==> config.mk <==
export PLATFORM = sky130hd
export DESIGN_NAME = sync_fifo_flags
export DESIGN_NICKNAME = d
export VERILOG_FILES = /design/src/rtl/sync_fifo_flags.sv
export SDC_FILE = /design/constraint.sdc
export NUM_CORES = 1
export LEC_CHECK = 0
export CAP_MARGIN = 20
export CORE_ASPECT_RATIO = 0.8
export CORE_MARGIN = 2
export CORE_UTILIZATION = 40
export DETAILED_ROUTE_END_ITERATION = 12
export PLACE_DENSITY = 0.64
export SLEW_MARGIN = 15
export SYNTH_ARGS = -nofsm -noshare
export SYNTH_HDL_FRONTEND = slang
export SYNTH_SLANG_ARGS = --single-unit
==> constraint.sdc <==
create_clock -name clk -period 3.34 [get_ports clk]
set_input_delay 0.334 -clock clk [delete_from_list [all_inputs] [get_ports clk]]
set_output_delay 0.334 -clock clk [all_outputs]
set_load 0.01 [all_outputs]
==> src/rtl/sync_fifo_flags.sv <==
// sync_fifo_flags: single-clock FIFO with occupancy count, programmable
// almost-full/almost-empty thresholds, sticky overflow/underflow flags and
// synchronous flush. Depth need not be a power of two.
//
// Build option:
//   FIFO_FWFT_EN  defined   -> first-word fall-through; rd_data shows the head
//                              entry combinationally while empty=0, rd_en pops.
//                 undefined -> registered read; rd_data valid the cycle after
//                              an accepted rd_en and held until the next one.
//
// Ports:
//   clk, rst_n          clock, async active-low reset
//   flush               sync clear of contents (highest priority)
//   wr_en, wr_data      write request / word
//   rd_en, rd_data      read request (pop) / word
//   full, empty         count == data_depth / count == 0
//   almost_full         count >= af_level
//   almost_empty        count <= ae_level
//   count               occupancy, addr_width+1 bits
//   overflow, underflow sticky drop flags, cleared by clr_err or reset
//   clr_err             sync clear of overflow/underflow
module sync_fifo_flags #(
  parameter int data_width = 8,
  parameter int data_depth = 16,
  parameter int addr_width = 4,
  parameter int af_level   = 14,
  parameter int ae_level   = 2
) (
  input  logic                  clk,
  input  logic                  rst_n,
  input  logic                  flush,
  input  logic                  wr_en,
  input  logic [data_width-1:0] wr_data,
  input  logic                  rd_en,
  output logic [data_width-1:0] rd_data,
  output logic                  full,
  output logic                  empty,
  output logic                  almost_full,
  output logic                  almost_empty,
  output logic [addr_width:0]   count,
  output logic                  overflow,
  output logic                  underflow,
  input  logic                  clr_err
);

  localparam logic [addr_width-1:0] LAST  = addr_width'(data_depth - 1);
  localparam logic [addr_width:0]   DEPTH = (addr_width+1)'(data_depth);
  localparam logic [addr_width:0]   AF    = (addr_width+1)'(af_level);
  localparam logic [addr_width:0]   AE    = (addr_width+1)'(ae_level);

  logic [data_width-1:0] mem [data_depth];
  logic [addr_width-1:0] wr_ptr, rd_ptr;
  logic [addr_width:0]   count_nxt;
  logic                  wr_acc, rd_acc, ovf_evt, unf_evt;

  always_comb begin
    // A read frees a slot in the same cycle, so a full FIFO still takes a
    // write when a read is accepted alongside it. Flush suppresses both.
    rd_acc  = rd_en & ~empty & ~flush;
    wr_acc  = wr_en & (~full | rd_acc) & ~flush;
    ovf_evt = wr_en & ~wr_acc & ~flush;
    unf_evt = rd_en & empty & ~flush;
    count_nxt = count;
    if (flush) begin
      count_nxt = '0;
    end else begin
      case ({wr_acc, rd_acc})
        2'b10:   count_nxt = count + 1'b1;
        2'b01:   count_nxt = count - 1'b1;
        default: count_nxt = count;
      endcase
    end
  end

  // Storage carries no reset.
  always_ff @(posedge clk) begin
    if (wr_acc) mem[wr_ptr] <= wr_data;
  end

  always_ff @(posedge clk or negedge rst_n) begin
    if (!rst_n) begin
      wr_ptr       <= '0;
      rd_ptr       <= '0;
      count        <= '0;
      full         <= 1'b0;
      empty        <= 1'b1;
      almost_full  <= 1'b0;
      almost_empty <= 1'b1;
      overflow     <= 1'b0;
      underflow    <= 1'b0;
    end else begin
      if (flush) begin
        wr_ptr <= '0;
        rd_ptr <= '0;
      end else begin
        // Wrap at data_depth-1 so non-power-of-2 depths work.
        if (wr_acc) wr_ptr <= (wr_ptr == LAST) ? '0 : wr_ptr + 1'b1;
        if (rd_acc) rd_ptr <= (rd_ptr == LAST) ? '0 : rd_ptr + 1'b1;
      end
      count        <= count_nxt;
      full         <= (count_nxt == DEPTH);
      empty        <= (count_nxt == '0);
      almost_full  <= (count_nxt >= AF);
      almost_empty <= (count_nxt <= AE);
      // A new error in the same cycle wins over clr_err.
      if (ovf_evt)      overflow <= 1'b1;
      else if (clr_err) overflow <= 1'b0;
      if (unf_evt)      underflow <= 1'b1;
      else if (clr_err) underflow <= 1'b0;
    end
  end

`ifdef FIFO_FWFT_EN
  // Head entry is always on the output; meaningless while empty.
  assign rd_data = mem[rd_ptr];
`else
  always_ff @(posedge clk or negedge rst_n) begin
    if (!rst_n)      rd_data <= '0;
    else if (rd_acc) rd_data <= mem[rd_ptr];
  end
`endif

endmodule
Word-level counts from Yosys, hierarchy flattened. Memory sizes are Yosys's and may differ from the RTL's. A register that Yosys moved wholly into a read port is not among the register bits. Cells that the tools add are included.

Flip-flop bits (word level): 19. Bits in latches: 0. Memory bits (read-only): 0. Logic and storage cells: 53. Output and inout port bits: 19. Bits of input ports: 14. Memories kept: 1. Memory bits (writable): 128.

$lt $le $gt $ge: 2. Bitwise logic cells: 13. Muxes and demuxes: 13. Reductions and logical operators: 6. Equality and inequality tests: 5. $add $sub $neg: 4. Multipliers: 0. Div/mod/pow operators: 0. Shift-type cells: 0.

Memories: mem (words 16, width 8, rd ports 1, clocked after memory_dff 1, wr ports 1, RTL line 51) `logic [data_width-1:0] mem [data_depth];`.

Operators by type and width (count): 2-to-1 mux 4 bit (6); one-hot mux 5 bit (2 select lines) (1); adder 4 x 1 -> 4 bit, second input constant (2); AND 1 bit (8); equality test 4 bit, second input constant (2); nonzero test 2 bit (4); adder 5 x 1 -> 5 bit, second input constant (1); equality test 5 bit, second input constant (1); >= comparator 5 x 4 -> 1 bit, second input constant (1); less-or-equal comparator 5 x 2 -> 1 bit, second input constant (1); logical NOT 5 bit (1); 2-to-1 mux 1 bit (5); 2-to-1 mux 5 bit (1); subtractor 5 x 1 -> 5 bit, second input constant (1); inverter 1 bit (4); equality test 2 x 1 -> 1 bit, second input constant (1); equality test 2 bit, second input constant (1); logical NOT 1 bit (1); bitwise OR 1 bit (1).

Depth between registers and ports, before layout.
Depth in word-level cells: 10. Mapped depth: 13. Depth with buffers taken out: 11.

Worst setup path before layout. Ideal clock, no wire load.

Kind: reg-to-reg. Start: reg empty. End: reg almost_empty. Library setup time: 0.090 ns. Period minus slack after synthesis: 3.047 ns. Stages on the path, launching flop included: 14. Arrival time: 2.957 ns. Setup slack: 0.293 ns. Cells stage by stage: dfstp_2 -> or3b_1 -> buf_4 -> buf_4 -> inv_1 -> ha_1 -> buf_2 -> xor2_1 -> ha_1 -> a21o_1 -> a21oi_1 -> nor4_1 -> mux2_2 -> nor4_2.

Cells in the longest elaborated chain, start to end: 10.

Ends and longest elaborated chain: from (decl) (RTL line 37) `output logic empty,`; from (signal assigned) (RTL line 102) `empty <= (count_nxt == '0);`; inverter 1 bit (*) (RTL line 59) `rd_acc = rd_en & ~empty & ~flush;`; AND 1 bit (*) (2 in a row) (RTL line 59); via rd_acc (RTL line 54) `logic wr_acc, rd_acc, ovf_evt, unf_evt;`; bitwise OR 1 bit (RTL line 60) `wr_acc = wr_en & (~full | rd_acc) & ~flush;`; AND 1 bit (2 in a row) (RTL line 60); equality test 2 x 1 -> 1 bit / equality test 2 bit (equally long branches) (RTL line 67) `case ({wr_acc, rd_acc})`; one-hot mux 5 bit (2 select lines) (*) (RTL line 67); 2-to-1 mux 5 bit (*) (RTL line 64) `if (flush) begin`; via count_nxt[4] (RTL line 53) `logic [addr_width:0] count_nxt;`; less-or-equal comparator 5 x 2 -> 1 bit (*) (RTL line 104) `almost_empty <= (count_nxt <= AE);`; to (signal assigned) (RTL line 104); to (decl) (RTL line 39) `output logic almost_empty,`.

Mark *: on every way through the listed nets, which the timed path passes. The rest lies on a longest branch. A chain may end at the register's enable or synchronous reset.

Worst setup path after layout.
Start: reg empty. End: reg almost_empty.

Cells in the longest elaborated chain, start to end: 10.

Ends and longest elaborated chain (RTL line): inverter 1 bit (*) (59); AND 1 bit (*) (2 in a row) (59); bitwise OR 1 bit (60); AND 1 bit (2 in a row) (60); equality test 2 x 1 -> 1 bit / equality test 2 bit (equally long branches) (67); one-hot mux 5 bit (2 select lines) (*) (67); 2-to-1 mux 5 bit (*) (64); via count_nxt[4] (53); less-or-equal comparator 5 x 2 -> 1 bit (*) (104).

Marks and branches as above.

==> impl_metrics.csv <==
group,metric,value,unit
clock_network,insertion_delay,0.42,ns
route,wl_met3,807,um
die,core-area,15700,um^2
placed_design,gp_congestion,0.825,
pwr,pwr-share-seq,47.8,%
route,top_layer,"met4",
sta,clock.fmax,0.345,GHz
yosys,synth_edf_count,128,
worst_setup_path,critical_path.endpoint_type,"flop",
yosys,synth_xor_area_share,0.958,%
route,met1_length,5580,um
yosys,synth_area_per_cell,17.9,um^2
yosys,yosys.area_share.simple,5.77,%
route,viasPerCell,5.19,
clock_network,cts_root_buf,"clkbuf_16",
die,start_util,40.8,%
pwr,comb_power_share,9.2,%
route,detail-route-antenna-nets,0,
final_layout,syn_to_final_growth,20.8,%
worst_setup_path,path_class,"flop to flop",
outcome,status,"finished clean",
pwr,ir_drop,380,uV
route,vias,3342,
clock_network,cts_tree,"built",
sta,slew_headroom,33.5,%
worst_setup_path,cp-startpoint,"empty",
clock_network,cts_resized,0,
route,wl_per_cell,19.8,um
die,boundaryPins,33,
final_layout,diodes,0,
yosys,async_flop_share,17.4,%
sta,finClkSkew,0.0128,ns
worst_setup_path,cp-endpoint,"almost_empty",
pwr,p_per_area,603,nW/um^2
die,dieArea,17000,um^2
worst_setup_path,startpoint_type,"flop",
worst_setup_path,r2r_slack,0.44,ns
worst_setup_path,crit_required,3.67,ns
route,wl_met2,6160,um
final_layout,final_common_cell,"edfxtp_1",
clock_network,hold_buffers,0,
pwr,p_int,3.66,mW
worst_setup_path,r2r-start,"empty",
yosys,synth.cell_area,6400,um^2
global_route,grt_max_degree,27,
yosys,netlist-cell-type-count,46,
yosys,syn_inst,357,
pwr,power.total,4.66,mW
route,drt_iter0_drc,327,
sta,grt_setup_unrepaired,"false",
pwr,p_leak,2.65,nW
clock_network,clockBufferDepth,2,
final_layout,fill_cells,1317,
pwr,p_sw,1.00,mW
worst_setup_path,worst-r2r-cell-count,11,
route,wl,12800,um
route,firstDrtPassIters,4,
final_layout,drive_gt1_share,23.3,%
clock_network,htreeDepth,4,
final_layout,layout_common_cells,"edfxtp_1 (128), clkdlybuf4s50_1 (32), nor2_1 (28)",
clock_network,clk_pin_slew,0.06,ns
global_route,antenna_found_initial,0,
placed_design,portBuffers,32,
hold_path,worstHoldPathType,"input port to async pin",
sta,timing.final.crit_period,2.90,ns
global_route,grt_usage,16.2,%
die,die_y,117,um
global_route,grt-ovfl-total,0,
yosys,synth_compound_gate_area_share,3.93,%
clock_network,postCtsSetupBuffers,0,
yosys,syn-num-nets,379,
sta,finalSetupTns,0,ns
sta,final-hold-violation-count,0,
run,maxCapViolations,0,
pwr,p_sw_share,21.5,%
route,drcViolationCount,0,
pwr,power.share.clock,42.9,%
yosys,synth_mux_area_share,14.8,%
worst_setup_path,arrival,3.23,ns
worst_setup_path,critPathMaxFanout,5,
clock_network,clkSinkCount,155,
yosys,synth.yosys.warnings,0,
yosys,synth_top_flop_cell,"edfxtp_1",
yosys,ys_seq_area_share,70.7,%
sta,drv_slew,0,
final_layout,nNetsFinal,438,
yosys,synth_fa_ha_area_share,1.56,%
yosys,synth_seq_cells,155,
global_route,first_global_vias,3485,
yosys,synth_top_family_by_area,"multiplexers",
clock_network,cts_buffers,17,
global_route,grt_pass1_wl,19900,um
sta,timing.final.crit_share,86.9,%
sta,worst_pin_slew,0.997,ns
placed_design,place_hpwl,8370,um
die,rows,41,
die,die_w,145,um
worst_setup_path,critical_path.reg2reg.endpoint,"almost_empty",
sta,finalSetupViolCount,0,
==> synth_stat cells (all sizes together) (2+ instances only) <==
library cell,n,area share [%]
mux2i,10,1.6
clkbuf,8,0.47
nor2b,3,0.29
nor3,17,1.3
mux4,32,12
nor2,28,1.6
a221o,8,1.3
dfrtp,25,9.8
a21o,3,0.35
xnor2,3,0.41
dfstp,2,0.82
o21ai,3,0.23
a21oi,8,0.63
ha,8,1.6
nand2b,4,0.39
nor4,2,0.29
nand3,2,0.16
mux2,9,1.6
nand2,12,0.70
xor2,4,0.55
edfxtp,128,60
inv,9,0.53
buf,12,1.4
==> layout make-up <==
| class | count | area (um^2) | share of cell area, % |
|---|---|---|---|
| Multi-Input combinational cell | 173 | 1730 | 22.3 |
| Inverter | 9 | 33.8 | 0.437 |
| Timing Repair Buffer | 60 | 556 | 7.19 |
| Clock buffer | 18 | 429 | 5.55 |
| Tap cell | 215 | 269 | 3.48 |
| Clock inverter | 14 | 193 | 2.49 |
| Sequential cell | 155 | 4520 | 58.5 |
==> worst max-delay path: stages (launching register included) <==
cell,delay [ns]
dfstp_2,0.57
nand2b_1,0.18
a21oi_1,0.11
inv_1,0.09
ha_1,0.17
xor2_1,0.14
ha_1,0.20
a21o_1,0.13
a21oi_1,0.08
nor4_1,0.43
mux2_2,0.43
nor4_2,0.27
==> power by group through the flow <==
| stage | Clock (mW) | Sequential [mW] | Combinational, mW |
|---|---|---|---|
| floorplan | 0 | 2.27 | 0.213 |
| global placement | 0 | 2.27 | 0.428 |
| detailed placement | 0 | 2.27 | 0.434 |
| CTS | 2.04 | 2.23 | 0.435 |
| global route | 2.12 | 2.24 | 0.470 |
| finish | 2.00 | 2.23 | 0.429 |
==> per-layer routing <==
layer	up-vias	track usage, %
met5	-	0
met3	16	5.08
li1	1534	-
met2	91	25.8
met4	0	6.21
met1	1701	21.4
==> logic make-up after synthesis <==
family / Yosys count
adders and majority gates: 8
DFF: 155
buffers and inverters: 29
AOI/OAI and AO/OA: 31
xor gates and xnor gates: 7
and+or+nand+nor: 76
muxes: 51
==> worst min-delay path by stage <==
stage	depth (start not counted)	to	slack, ns
finish	1	count[4]	0.34
floorplan	0	almost_full	0.04
CTS	1	full	0.35
global route	1	count[4]	0.38
detailed placement	1	rd_data[3]	0.51
global placement	1	rd_data[3]	0.51
==> flip-flops by register name, indices dropped and copies added (netlist names) <==
name          count
almost_empty      1
almost_full       1
count             5
empty             1
full              1
mem             128
overflow          1
rd_data           8
rd_ptr            4
underflow         1
wr_ptr            4
==> stage by stage <==
| stage | hold WS, ns | util [%] | area, um^2 | worst slack, ns | instances |
|---|---|---|---|---|---|
| after floorplan | 0.0384 | - | 6400 | 0.293 | 357 |
| after global placement | 0.511 | 45.3 | 7110 | 0.185 | 612 |
| after detailed placement | 0.511 | 45.3 | 7110 | 0.0790 | 612 |
| after CTS | 0.350 | 49.2 | 7730 | 0.436 | 644 |
| after global routing | 0.375 | 49.2 | 7730 | 0.211 | 644 |
| final | 0.344 | 49.2 | 7730 | 0.438 | 644 |
(Power assumes the default switching activity.)
